File: config.mk
export PLATFORM = sky130hd
export DESIGN_NAME = imem_fetch_arbiter_flat
export DESIGN_NICKNAME = d
export VERILOG_FILES = /design/src/rtl/imem_fetch_arbiter_pkg.sv /design/src/rtl/imem_fetch_arbiter_if.sv /design/src/rtl/imem_dbg_arb.sv /design/src/rtl/imem_fetch_arbiter.sv /design/src/flat_wrapper.sv
export SDC_FILE = /design/constraint.sdc
export NUM_CORES = 1
export LEC_CHECK = 0
export CAP_MARGIN = 15
export CORE_MARGIN = 2
export CORE_UTILIZATION = 43
export CTS_CLUSTER_DIAMETER = 60
export DETAILED_ROUTE_END_ITERATION = 12
export PLACE_DENSITY = 0.84
export REMOVE_ABC_BUFFERS = 1
export SLEW_MARGIN = 10
export SYNTH_ARGS = -nofsm -noshare
export SYNTH_HDL_FRONTEND = slang
export SYNTH_SLANG_ARGS = --single-unit
File: constraint.sdc
create_clock -name clk -period 3.8 [get_ports clk]
set_clock_uncertainty 0.1 [all_clocks]
set_input_delay 0.38 -clock clk [delete_from_list [all_inputs] [get_ports clk]]
set_output_delay 0.38 -clock clk [all_outputs]
set_load 0.005 [all_outputs]
File: src/rtl/imem_fetch_arbiter_pkg.sv
// Shared types and defaults for the instruction fetch arbiter.
//   WIDTH            data/address width of the instruction memory
//   DEF_RESET_PC     PC loaded at reset
//   DEF_LAST_ADDR    highest legal word byte-address
//   DEF_DBG_MAX_WAIT cycles a debug request may be starved before forced grant
package imem_fetch_arbiter_pkg;

  localparam int unsigned WIDTH            = 32;
  localparam int unsigned DEF_DBG_MAX_WAIT = 4;

  typedef logic [WIDTH-1:0] word_t;

  localparam word_t DEF_RESET_PC  = 32'h0000_0000;
  localparam word_t DEF_LAST_ADDR = 32'd508;

  typedef enum logic [1:0] {
    ST_BOOT   = 2'd0,
    ST_FETCH  = 2'd1,
    ST_HALTED = 2'd2,
    ST_FAULT  = 2'd3
  } state_e;

  // Payload held in the decode-facing output register.
  typedef struct packed {
    word_t pc;
    word_t instr;
  } fetch_pkt_t;

  // A PC target is unusable if not word aligned or beyond the memory.
  function automatic logic bad_target(input word_t addr, input word_t last);
    return (addr[1:0] != 2'b00) || (addr > last);
  endfunction

endpackage

File: src/rtl/imem_fetch_arbiter_if.sv
// Decode-side fetch handshake plus debug read port.
//   out_valid/out_ready/out_instr/out_pc  fetched word toward decode
//   dbg_req/dbg_addr                      debug read request (held until granted)
//   dbg_gnt/dbg_rdata                     one-cycle grant with read data
// master: arbiter side, slave: decode / debug requester side.
interface imem_fetch_arbiter_if;
  import imem_fetch_arbiter_pkg::*;

  logic  out_valid;
  logic  out_ready;
  word_t out_instr;
  word_t out_pc;
  logic  dbg_req;
  word_t dbg_addr;
  logic  dbg_gnt;
  word_t dbg_rdata;

  modport master (
    output out_valid, out_instr, out_pc, dbg_gnt, dbg_rdata,
    input  out_ready, dbg_req, dbg_addr
  );

  modport slave (
    input  out_valid, out_instr, out_pc, dbg_gnt, dbg_rdata,
    output out_ready, dbg_req, dbg_addr
  );

endinterface

File: src/rtl/imem_dbg_arb.sv
// Bounded-wait arbitration of the memory read port between fetch and debug.
//   clk, rst_n    clock, async active-low reset
//   dbg_req       debug request pending
//   fetch_want    fetch needs the port this cycle
//   dbg_addr, pc  candidate addresses
//   dbg_win_c     debug owns the port this cycle
//   mem_addr_c    selected memory address
module imem_dbg_arb
  import imem_fetch_arbiter_pkg::*;
#(
  parameter int unsigned MAX_WAIT = DEF_DBG_MAX_WAIT
) (
  input  logic  clk,
  input  logic  rst_n,
  input  logic  dbg_req,
  input  logic  fetch_want,
  input  word_t dbg_addr,
  input  word_t pc,
  output logic  dbg_win_c,
  output word_t mem_addr_c
);

  localparam int unsigned CNT_W = (MAX_WAIT < 1) ? 1 : $clog2(MAX_WAIT + 1);

  logic [CNT_W-1:0] wait_cnt;

  // Debug takes the port when fetch is idle or has starved it long enough.
  always_comb begin
    dbg_win_c  = dbg_req && (!fetch_want || (wait_cnt == CNT_W'(MAX_WAIT)));
    mem_addr_c = dbg_win_c ? dbg_addr : pc;
  end

  // Starvation counter, saturating, cleared on grant or withdrawn request.
  always_ff @(posedge clk or negedge rst_n) begin
    if (!rst_n) begin
      wait_cnt <= '0;
    end else if (!dbg_req || dbg_win_c) begin
      wait_cnt <= '0;
    end else if (wait_cnt != CNT_W'(MAX_WAIT)) begin
      wait_cnt <= wait_cnt + CNT_W'(1);
    end
  end

endmodule

File: src/rtl/imem_fetch_arbiter.sv
// Instruction fetch sequencer: owns the PC, drives the combinational-read
// instruction memory, registers fetched words toward decode, shares the port
// with a debug reader, and handles redirect, halt/resume and PC faults.
//   clk, rst_n           clock, async active-low reset
//   imem_addr/imem_rdata memory address out, same-cycle read data in
//   bus (master)         decode handshake and debug read port
//   redirect_valid/pc    taken branch/jump target
//   halt_req/resume_req  stop / restart fetching
//   fault                sticky misaligned or out-of-range PC
//   state_o              current state encoding
module imem_fetch_arbiter
  import imem_fetch_arbiter_pkg::*;
#(
  parameter word_t       RESET_PC     = DEF_RESET_PC,
  parameter word_t       LAST_ADDR    = DEF_LAST_ADDR,
  parameter int unsigned DBG_MAX_WAIT = DEF_DBG_MAX_WAIT
) (
  input  logic                        clk,
  input  logic                        rst_n,
  output word_t                       imem_addr,
  input  word_t                       imem_rdata,
  imem_fetch_arbiter_if.master        bus,
  input  logic                        redirect_valid,
  input  word_t                       redirect_pc,
  input  logic                        halt_req,
  input  logic                        resume_req,
  output logic                        fault,
  output logic [1:0]                  state_o
);

  state_e     state;
  word_t      pc;
  fetch_pkt_t out_q;
  logic       out_valid_q;
  logic       fault_q;

  logic slot_free_c;
  logic redirect_act_c;
  logic redirect_bad_c;
  logic fetch_want_c;
  logic fetch_win_c;
  logic seq_bad_c;
  logic dbg_win_c;

  // Per-cycle decode of who uses the memory and what the PC does.
  always_comb begin
    slot_free_c    = !out_valid_q || bus.out_ready;
    redirect_act_c = redirect_valid && ((state == ST_FETCH) || (state == ST_HALTED));
    redirect_bad_c = bad_target(redirect_pc, LAST_ADDR);
    fetch_want_c   = (state == ST_FETCH) && slot_free_c && !redirect_act_c;
    fetch_win_c    = fetch_want_c && !dbg_win_c;
    seq_bad_c      = (pc + word_t'(4)) > LAST_ADDR;
  end

  imem_dbg_arb #(
    .MAX_WAIT (DBG_MAX_WAIT)
  ) u_dbg_arb (
    .clk        (clk),
    .rst_n      (rst_n),
    .dbg_req    (bus.dbg_req),
    .fetch_want (fetch_want_c),
    .dbg_addr   (bus.dbg_addr),
    .pc         (pc),
    .dbg_win_c  (dbg_win_c),
    .mem_addr_c (imem_addr)
  );

  // FSM, PC and decode-facing output register.
  always_ff @(posedge clk or negedge rst_n) begin
    if (!rst_n) begin
      state       <= ST_BOOT;
      pc          <= RESET_PC;
      out_q       <= '0;
      out_valid_q <= 1'b0;
      fault_q     <= 1'b0;
    end else begin
      // A fetch win refills the slot; otherwise flush or drain on transfer.
      if (fetch_win_c) begin
        out_q.pc    <= pc;
        out_q.instr <= imem_rdata;
        out_valid_q <= 1'b1;
      end else if (redirect_act_c || slot_free_c) begin
        out_valid_q <= 1'b0;
      end

      case (state)
        ST_BOOT: state <= ST_FETCH;
        ST_FETCH, ST_HALTED: begin
          if ((redirect_act_c && redirect_bad_c) || (fetch_win_c && seq_bad_c)) begin
            fault_q <= 1'b1;
            state   <= ST_FAULT;
          end else begin
            if (redirect_act_c) begin
              pc <= redirect_pc;
            end else if (fetch_win_c) begin
              pc <= pc + word_t'(4);
            end
            if (halt_req) begin
              state <= ST_HALTED;
            end else if ((state == ST_HALTED) && resume_req) begin
              state <= ST_FETCH;
            end
          end
        end
        default: state <= ST_FAULT;
      endcase
    end
  end

  assign bus.out_valid = out_valid_q;
  assign bus.out_instr = out_q.instr;
  assign bus.out_pc    = out_q.pc;
  assign bus.dbg_gnt   = dbg_win_c;
  assign bus.dbg_rdata = imem_rdata;
  assign fault         = fault_q;
  assign state_o       = state;

endmodule

File: src/flat_wrapper.sv
// flat-port wrapper written by rule: the top's interface ports become plain ports
module imem_fetch_arbiter_flat import imem_fetch_arbiter_pkg::*;
#(
  parameter word_t       RESET_PC     = DEF_RESET_PC,
  parameter word_t       LAST_ADDR    = DEF_LAST_ADDR,
  parameter int unsigned DBG_MAX_WAIT = DEF_DBG_MAX_WAIT
)
  (clk, rst_n, imem_addr, imem_rdata, redirect_valid, redirect_pc, halt_req, resume_req, fault, state_o, bus_out_valid, bus_out_instr, bus_out_pc, bus_dbg_gnt, bus_dbg_rdata, bus_out_ready, bus_dbg_req, bus_dbg_addr);
  imem_fetch_arbiter_if bus_i ();
  input  logic clk;
  input  logic rst_n;
  output word_t imem_addr;
  input  word_t imem_rdata;
  input  logic redirect_valid;
  input  word_t redirect_pc;
  input  logic halt_req;
  input  logic resume_req;
  output logic fault;
  output logic [1:0] state_o;
  output wire logic [$bits(bus_i.out_valid)-1:0] bus_out_valid;
  output wire logic [$bits(bus_i.out_instr)-1:0] bus_out_instr;
  output wire logic [$bits(bus_i.out_pc)-1:0] bus_out_pc;
  output wire logic [$bits(bus_i.dbg_gnt)-1:0] bus_dbg_gnt;
  output wire logic [$bits(bus_i.dbg_rdata)-1:0] bus_dbg_rdata;
  input wire logic [$bits(bus_i.out_ready)-1:0] bus_out_ready;
  input wire logic [$bits(bus_i.dbg_req)-1:0] bus_dbg_req;
  input wire logic [$bits(bus_i.dbg_addr)-1:0] bus_dbg_addr;
  assign bus_out_valid = bus_i.out_valid;
  assign bus_out_instr = bus_i.out_instr;
  assign bus_out_pc = bus_i.out_pc;
  assign bus_dbg_gnt = bus_i.dbg_gnt;
  assign bus_dbg_rdata = bus_i.dbg_rdata;
  assign bus_i.out_ready = bus_out_ready;
  assign bus_i.dbg_req = bus_dbg_req;
  assign bus_i.dbg_addr = bus_dbg_addr;
  imem_fetch_arbiter #(.RESET_PC(RESET_PC), .LAST_ADDR(LAST_ADDR), .DBG_MAX_WAIT(DBG_MAX_WAIT)) u_core (.clk(clk), .rst_n(rst_n), .imem_addr(imem_addr), .imem_rdata(imem_rdata), .bus(bus_i), .redirect_valid(redirect_valid), .redirect_pc(redirect_pc), .halt_req(halt_req), .resume_req(resume_req), .fault(fault), .state_o(state_o));
endmodule
==> results of run 1 <==
## kinds of logic after synthesis
logic type	after synthesis
compound gates	68
xor+xnor	2
fa+ha+maj	8
buf+inv	81
flops	103
mux	93
simple gates	130
## state kept, by name, summed over array words and instances, names as in the netlist
signal,cells
u_core.bus.out_valid,1
u_core.fault,1
u_core.pc,32
u_core.bus.out_pc,32
u_core.u_dbg_arb.wait_cnt,3
u_core.bus.out_instr,32
u_core.state_o,2
## per-layer routing
| layer | wire [microns] | share of wire |
|---|---|---|
| met5 | 0 | 0 |
| met4 | 406 | 0.028 |
| met3 | 871 | 0.060 |
| met2 | 7250 | 0.50 |
| met1 | 6070 | 0.42 |
## cell usage after synthesis (2+ instances only)
cell	n
sky130_fd_sc_hd__o21ai_1	2
sky130_fd_sc_hd__nand4_1	11
sky130_fd_sc_hd__nand3_1	15
sky130_fd_sc_hd__nand2b_1	4
sky130_fd_sc_hd__nand2_1	17
sky130_fd_sc_hd__nor2b_1	4
sky130_fd_sc_hd__inv_1	15
sky130_fd_sc_hd__a31oi_1	7
sky130_fd_sc_hd__a41oi_1	2
sky130_fd_sc_hd__ha_1	8
sky130_fd_sc_hd__and2_1	5
sky130_fd_sc_hd__and4_1	2
sky130_fd_sc_hd__nor2_1	16
sky130_fd_sc_hd__o31ai_1	3
sky130_fd_sc_hd__nor4b_1	2
sky130_fd_sc_hd__nor4_1	5
sky130_fd_sc_hd__or4_1	2
sky130_fd_sc_hd__and3_1	29
sky130_fd_sc_hd__a211oi_1	2
sky130_fd_sc_hd__nor3_4	2
sky130_fd_sc_hd__buf_2	5
sky130_fd_sc_hd__mux2i_1	4
sky130_fd_sc_hd__or3_1	3
sky130_fd_sc_hd__o32ai_1	2
sky130_fd_sc_hd__a21oi_1	7
sky130_fd_sc_hd__mux2_2	88
sky130_fd_sc_hd__nor3_1	7
sky130_fd_sc_hd__o22a_1	5
sky130_fd_sc_hd__clkbuf_2	2
sky130_fd_sc_hd__dfrtp_1	103
sky130_fd_sc_hd__clkbuf_1	15
sky130_fd_sc_hd__a21o_1	3
sky130_fd_sc_hd__o2111ai_1	2
sky130_fd_sc_hd__o211ai_1	3
sky130_fd_sc_hd__buf_4	36
sky130_fd_sc_hd__o21ai_0	15
sky130_fd_sc_hd__buf_1	6
## path summary, 6_finish.rpt
check	from	to	slack [ns]
setup / recovery	u_core.state_o[1]$_DFFE_PN0P_	imem_addr[6]	0.22
min in group clk	u_core.u_dbg_arb.wait_cnt[0]$_DFFE_PN0P_	u_core.u_dbg_arb.wait_cnt[0]$_DFFE_PN0P_	0.37
setup reg to reg	u_core.state_o[1]$_DFFE_PN0P_	u_core.bus.out_instr[13]$_DFFE_PN0P_	0.49
max in group asynchronous	rst_n	u_core.bus.out_pc[20]$_DFFE_PN0P_	2.63
hold reg to reg	u_core.u_dbg_arb.wait_cnt[0]$_DFFE_PN0P_	u_core.u_dbg_arb.wait_cnt[0]$_DFFE_PN0P_	0.37
hold / removal	rst_n	u_core.bus.out_pc[13]$_DFFE_PN0P_	0.37
## final cells by class
cell class | count | area, sq um | area share
inverters | 16 | 60.1 | 0.00740
clock buffers | 9 | 225 | 0.0278
flip-flops and latches | 103 | 2580 | 0.318
well taps | 172 | 215 | 0.0265
multi-input cells | 302 | 2460 | 0.304
clock inverters | 5 | 82.6 | 0.0102
repair buffers | 249 | 2490 | 0.307
## what timing repair did
item / CTS / global route
hold buffers: 0 / 1
gates cloned: 1 / 0
buffers inserted: 1 / 0
hold endpoints to repair: 0 / 19
pin swaps: 0 / 0
resized for setup: 0 / 2
endpoints found under the setup margin: 18 / 17
## power breakdown
group / internal, mW / switching [mW] / leakage [nW] / total [mW]
Clock: 0.573 / 0.393 / 0.152 / 0.966
Sequential: 1.10 / 0 / 1.43 / 1.10
Combinational: 0.173 / 0.0765 / 2.07 / 0.250
Total: 1.84 / 0.469 / 3.66 / 2.31
==> results by group, run 1 <==
Synthesis
  – Post-Synth XOR/XNOR Area: 0.00321
  – Share of synthesized area occupied by flip-flops and latches: 0.472
  – Fraction of the mapped netlist area in compound gates: 0.0916
  – Fraction of registers with async set or reset after synthesis: 1.00
  – Syn Std Cell Area: 5460 sq um
  – Combinational family with the most area after synthesis: multiplexers
  – Yosys reg bits: 103
  – Instance count of the mapped netlist: 485
  – Simple-Gate Fraction of Synth Area: 0.140
  – Number of warnings reported in the yosys synthesis log: 0
  – Distinct cell type count after synthesis: 63
  – Number of flops mapped to enable cells by yosys: 0
  – Largest area contributor in the synthesized netlist: sky130_fd_sc_hd__dfrtp_1
  – Predominant post-synthesis flop cell: sky130_fd_sc_hd__dfrtp_1
  – Synth top area share: 0.472
  – Proportion of synthesized area in mux cells: 0.191
  – Most area-consuming cells after synthesis: sky130_fd_sc_hd__dfrtp_1 47%, sky130_fd_sc_hd__mux2_2 18%, sky130_fd_sc_hd__buf_4 4.9%, sky130_fd_sc_hd__and3_1 3.3%, sky130_fd_sc_hd__ha_1 1.8%
  – Adder-cell area share of the yosys netlist: 0.0183
  – Mean post-synth cell area: 11.3 sq um

Die
  – Core region area: 12500 sq um
  – Vert. Die Dim: 117 microns
  – Count of standard-cell rows: 41
  – Full die area: 13600 sq um
  – I/O pin total: 236
  – Effective utilization at floorplan: 0.436
  – Die boundary width: 117 microns

Route
  – Total via count after detailed routing: 4552
  – Number of optimization iterations in the first detailed-route pass: 4
  – Count of unresolved DRC violations after routing: 0
  – Remaining number of nets flagged by the antenna check after routing: 0
  – Total length of routed wires: 14.6 mm
  – Routed length per placed instance: 17.0 microns
  – Starting DRT DRC Count: 255
  – Number of vias per cell after detailed routing: 5.32

CTS
  – CTS tree: yes
  – H-Tree Level Count: 3
  – CTS max path bufs: 2
  – Clk slew on worst S/H paths: 0.07 ns
  – Total clock sinks: 103
  – Buffer cell driving the clock tree root: sky130_fd_sc_hd__clkbuf_16
  – Clock latency of the later-clocked register in the worst-skew pair: 0.34 ns
  – Number of buffers inserted during clock tree synthesis: 9

Setup path
  – Sort of element at the start of the critical path: flop
  – Crit-path leading delay family: buffers and inverters
  – Cell with the largest stage delay on the worst path: sky130_fd_sc_hd__clkdlybuf4s50_1
  – Critical path, cell by cell: inv_1 -> ha_1 -> nand2_1 -> nand3_1 -> a21oi_2 -> nor2b_4 -> buf_4 -> mux2_2 -> clkdlybuf4s50_1
  – Path depth of the worst reg2reg path: 9
  – Data arrival time of the critical path: 3.10 ns
  – Crit. End Element: primary output
  – Worst path depth: 9
  – Sum of buffers and inverters on the critical path: 3
  – Kind of critical path: reg -> out
  – Crit path largest cell delay: 0.50 ns
  – Worst Path Max Fanout: 9
  – Data required time of the critical path: 3.32 ns

STA
  – Final-report max-slew violation count: 0
  – Fmax: 280 MHz
  – Final Cycle Share: 0.941
  – Number of setup violations in the final report: 0
  – Transition at the pin with the smallest max-transition slack: 0.578 ns
  – Final Hold Violating Endpoints: 0
  – Post-layout minimum cycle time: 3.58 ns
  – Final-layout worst hold slack: 0.372 ns
  – Setup_tns: 0 ns
  – RSZ-0062 raised after global routing: false
  – Post-layout worst setup margin: 0.223 ns
  – Max-slew headroom at the worst pin: 0.614

Finish
  – Final-stage net count: 792
  – Core occupancy in the finished layout: 0.648
  – Most common cell after layout, fill and taps aside: sky130_fd_sc_hd__clkdlybuf4s50_1
  – Top library cells by usage in the layout, fill and taps aside: 234 x sky130_fd_sc_hd__clkdlybuf4s50_1, 103 x sky130_fd_sc_hd__dfrtp_1, 88 x sky130_fd_sc_hd__mux2_2
  – Ant. Diodes: 0
  – Layout cell share with drive strength beyond 1: 0.187
  – Final Instance Count excl. Fillers: 856
  – Final non-filler cell area: 8110 sq um
  – Fill cell total of the finished layout: 1035
  – Synthesis-to-layout area growth: 48.5%

Global route
  – Met2 track demand over resource: 0.368
  – Largest net degree at the start of global routing: 87
  – Fraction of met3 tracks used by global routing: 0.0420
  – Total global routing overflow: 0
  – Global-route total usage across every layer: 0.214
  – Layer carrying the most global-route usage: met2
  – Global-route wire length before repair: 22.8 mm
  – Via count of the first global-routing pass: 4638
  – Global-route track usage on met1: 0.264
  – Antenna violations before repair: 0

Placement
  – Placed inst area: 7740 sq um
  – Half-perimeter wire length after detailed placement: 10.9 mm
  – Post-place setup slack: 0.200 ns
  – Placed Cells: 838
  – RePlAce Congestion: 0.866
  – Number of I/O port buffers: 235

Pwr
  – Leakage Power: 3.66 nW
  – Peak ir drop on the vdd network: 0.207 mV
  – Power per Cell Area: 285 nW/um^2
  – Total power draw: 2.31 mW

Worst hold path
  – Class of the most critical hold timing path: in -> async

Run
  – Max cap viols: 0

Run status
  – Outcome: completed
Note: power is estimated with default switching activity, not from simulation.
==> run 2: changes to the inputs <==
==> constraint.sdc (replaced) <==
create_clock -name clk -period 3.8 [get_ports clk]
set_clock_uncertainty 0.1 [all_clocks]
set_input_delay 0.38 -clock clk [delete_from_list [all_inputs] [get_ports clk]]
set_output_delay 0.38 -clock clk [all_outputs]
set_load 0.1 [all_outputs]
==> run 2 against run 1 <==
Power up 11%. Cell area up 3.4%. Routed wire length up 0.97%. Die area unchanged. Critical path type unchanged. Largest cell class is now non-clock buffers.
==> results by group, run 2 (synthesis gave the netlist of run 1 again) <==
Setup path
  – Kind of critical path: reg -> out
  – FF-to-FF setup slack: 0.42 ns (-0.07 ns)
  – Worst Path Max Fanout: 21 (+12)
  – Data arrival time of the critical path: 2.92 ns (-0.18 ns)
  – Path depth of the worst reg2reg path: 9 (unchanged)
  – Sort of element at the start of the critical path: flop
  – Data required time of the critical path: 3.32 ns (about the same)
  – Worst r2r dst: u_core.pc[3]$_DFFE_PN0P_
  – Beginning of the worst register-to-register path: u_core.pc[2]$_DFFE_PN0P_
  – Crit. End Element: primary output

Route
  – Total via count after detailed routing: 4548 (-0.088%)
  – Routed length per placed instance: 17.3 microns (+1.2%)
  – Starting DRT DRC Count: 318 (+25%)
  – Number of vias per cell after detailed routing: 5.33 (+0.15%)
  – Remaining number of nets flagged by the antenna check after routing: 0 (unchanged)
  – Count of unresolved DRC violations after routing: 0 (unchanged)
  – Total length of routed wires: 14.7 mm (+0.97%)
  – Number of optimization iterations in the first detailed-route pass: 5 (+1)

Pwr
  – Peak ir drop on the vdd network: 0.195 mV (-5.6%)
  – Leakage Power: 3.80 nW (+3.8%)
  – Total power draw: 2.57 mW (+11%)
  – Power per Cell Area: 306 nW/um^2 (+7.6%)

STA
  – Max-slew headroom at the worst pin: 0.316 (-0.297)
  – Transition at the pin with the smallest max-transition slack: 1.02 ns (+0.444 ns)
  – Final Cycle Share: 0.896 (-0.0457)
  – Number of setup violations in the final report: 0 (unchanged)
  – Final-report max-slew violation count: 0 (unchanged)
  – RSZ-0062 raised after global routing: false
  – Final Hold Violating Endpoints: 0 (unchanged)
  – Post-layout minimum cycle time: 3.40 ns (-0.174 ns)
  – Fmax: 294 MHz (+5.1%)
  – Final-layout worst hold slack: 0.361 ns (-0.0107 ns)

Die
  – Die boundary width: 117 microns (unchanged)
  – Effective utilization at floorplan: 0.436 (unchanged)
  – I/O pin total: 236 (unchanged)
  – Full die area: 13600 sq um (unchanged)
  – Count of standard-cell rows: 41 (unchanged)
  – Vert. Die Dim: 117 microns (unchanged)
  – Core region area: 12500 sq um (unchanged)

Finish
  – Final non-filler cell area: 8390 sq um (+3.4%)
  – Top library cells by usage in the layout, fill and taps aside: 201 x sky130_fd_sc_hd__clkdlybuf4s50_1, 103 x sky130_fd_sc_hd__dfrtp_1, 88 x sky130_fd_sc_hd__mux2_2
  – Layout cell share with drive strength beyond 1: 0.229 (+0.0416)
  – Ant. Diodes: 0 (unchanged)
  – Synthesis-to-layout area growth: 53.5%
  – Final-stage net count: 788 (-0.51%)
  – Fill cell total of the finished layout: 998 (-3.6%)
  – Core occupancy in the finished layout: 0.670 (+0.0219)
  – Most common cell after layout, fill and taps aside: sky130_fd_sc_hd__clkdlybuf4s50_1

Placement
  – Half-perimeter wire length after detailed placement: 11.3 mm (+3.2%)
  – RePlAce Congestion: 0.910 (+5.0%)
  – Placed inst area: 8060 sq um (+4.1%)
  – Number of I/O port buffers: 235 (unchanged)

Run status
  – Outcome: completed

CTS
  – CTS tree: yes
  – Clk slew on worst S/H paths: 0.07 ns (about the same)
  – Number of buffers inserted during clock tree synthesis: 9 (unchanged)
  – Clock latency of the later-clocked register in the worst-skew pair: 0.34 ns (about the same)
  – Buffer cell driving the clock tree root: sky130_fd_sc_hd__clkbuf_16
  – H-Tree Level Count: 3 (unchanged)
  – Post-CTS setup buffer count: 0 (-1)
  – Total clock sinks: 103 (unchanged)
  – CTS max path bufs: 2 (unchanged)

Worst hold path
  – Class of the most critical hold timing path: in -> async

Run
  – Max cap viols: 0 (unchanged)

Global route
  – Antenna violations before repair: 0 (unchanged)
  – Global-route total usage across every layer: 0.215 (+0.000347)
  – Total global routing overflow: 0 (unchanged)
  – Largest net degree at the start of global routing: 86 (-1.1%)
  – Via count of the first global-routing pass: 4604 (-0.73%)
  – Global-route wire length before repair: 23.2 mm (+1.5%)
-- run 2: layer usage --
metal	part of all wire	global-route usage
met5	0	0
met4	0.012	0.0588
met3	0.062	0.0410
met2	0.51	0.370
met1	0.41	0.278
-- run 2: stage by stage --
stage | instances | setup TNS [ns] | setup slack, ns
after detailed placement | 836 | 0 | 0.495
after global placement | 836 | 0 | 0.617
after global routing | 854 | 0 | 0.190
final | 854 | 0 | 0.396
after floorplan | 420 | -508.23 | -5.15
after CTS | 852 | 0 | 0.414
-- run 2: worst max-delay path by stage --
stage,from,end,slack [ns],depth (start not counted)
final,u_core.state_o[1]$_DFFE_PN0P_,imem_addr[27],0.40,9
after global routing,u_core.pc[2]$_DFFE_PN0P_,u_core.pc[4]$_DFFE_PN0P_,0.19,10
after CTS,u_core.state_o[0]$_DFFE_PN0P_,imem_addr[27],0.41,9
after detailed placement,u_core.pc[3]$_DFFE_PN0P_,u_core.pc[3]$_DFFE_PN0P_,0.49,9
after global placement,u_core.pc[2]$_DFFE_PN0P_,u_core.pc[3]$_DFFE_PN0P_,0.62,9
after floorplan,u_core.state_o[0]$_DFFE_PN0P_,u_core.state_o[0]$_DFFE_PN0P_,-5.15,9
-- run 2: report_power, final --
| part | switching (mW) | internal, mW |
|---|---|---|
| sequential | 0 | 1.10 |
| clock | 0.389 | 0.526 |
| combinational | 0.349 | 0.211 |
| total | 0.737 | 1.83 |
-- run 2: timing repair --
item / CTS / global route
hold endpoints to repair: 0 / 16
gates resized for setup: 0 / 0
hold buffers: 0 / 1
-- run 2: area by class of cell --
cell class,count,area (sq um),share of cell area
Inverter,16,60.1,0.00716
Timing Repair Buffer,246,2800,0.334
Tap cell,172,215,0.0257
Sequential cell,103,2580,0.307
Clock inverter,4,45.0,0.00537
Multi-Input combinational cell,301,2440,0.292
Clock buffer,12,246,0.0294
-- run 2: critical path, cell delays in order (launching register included) --
cell	delay, ns
sky130_fd_sc_hd__dfrtp_1	0.45
sky130_fd_sc_hd__inv_1	0.11
sky130_fd_sc_hd__ha_1	0.40
sky130_fd_sc_hd__nand2_1	0.10
sky130_fd_sc_hd__nand3_1	0.22
sky130_fd_sc_hd__a21oi_1	0.14
sky130_fd_sc_hd__nor2b_4	0.28
sky130_fd_sc_hd__buf_4	0.32
sky130_fd_sc_hd__mux2_2	0.40
sky130_fd_sc_hd__buf_12	0.17
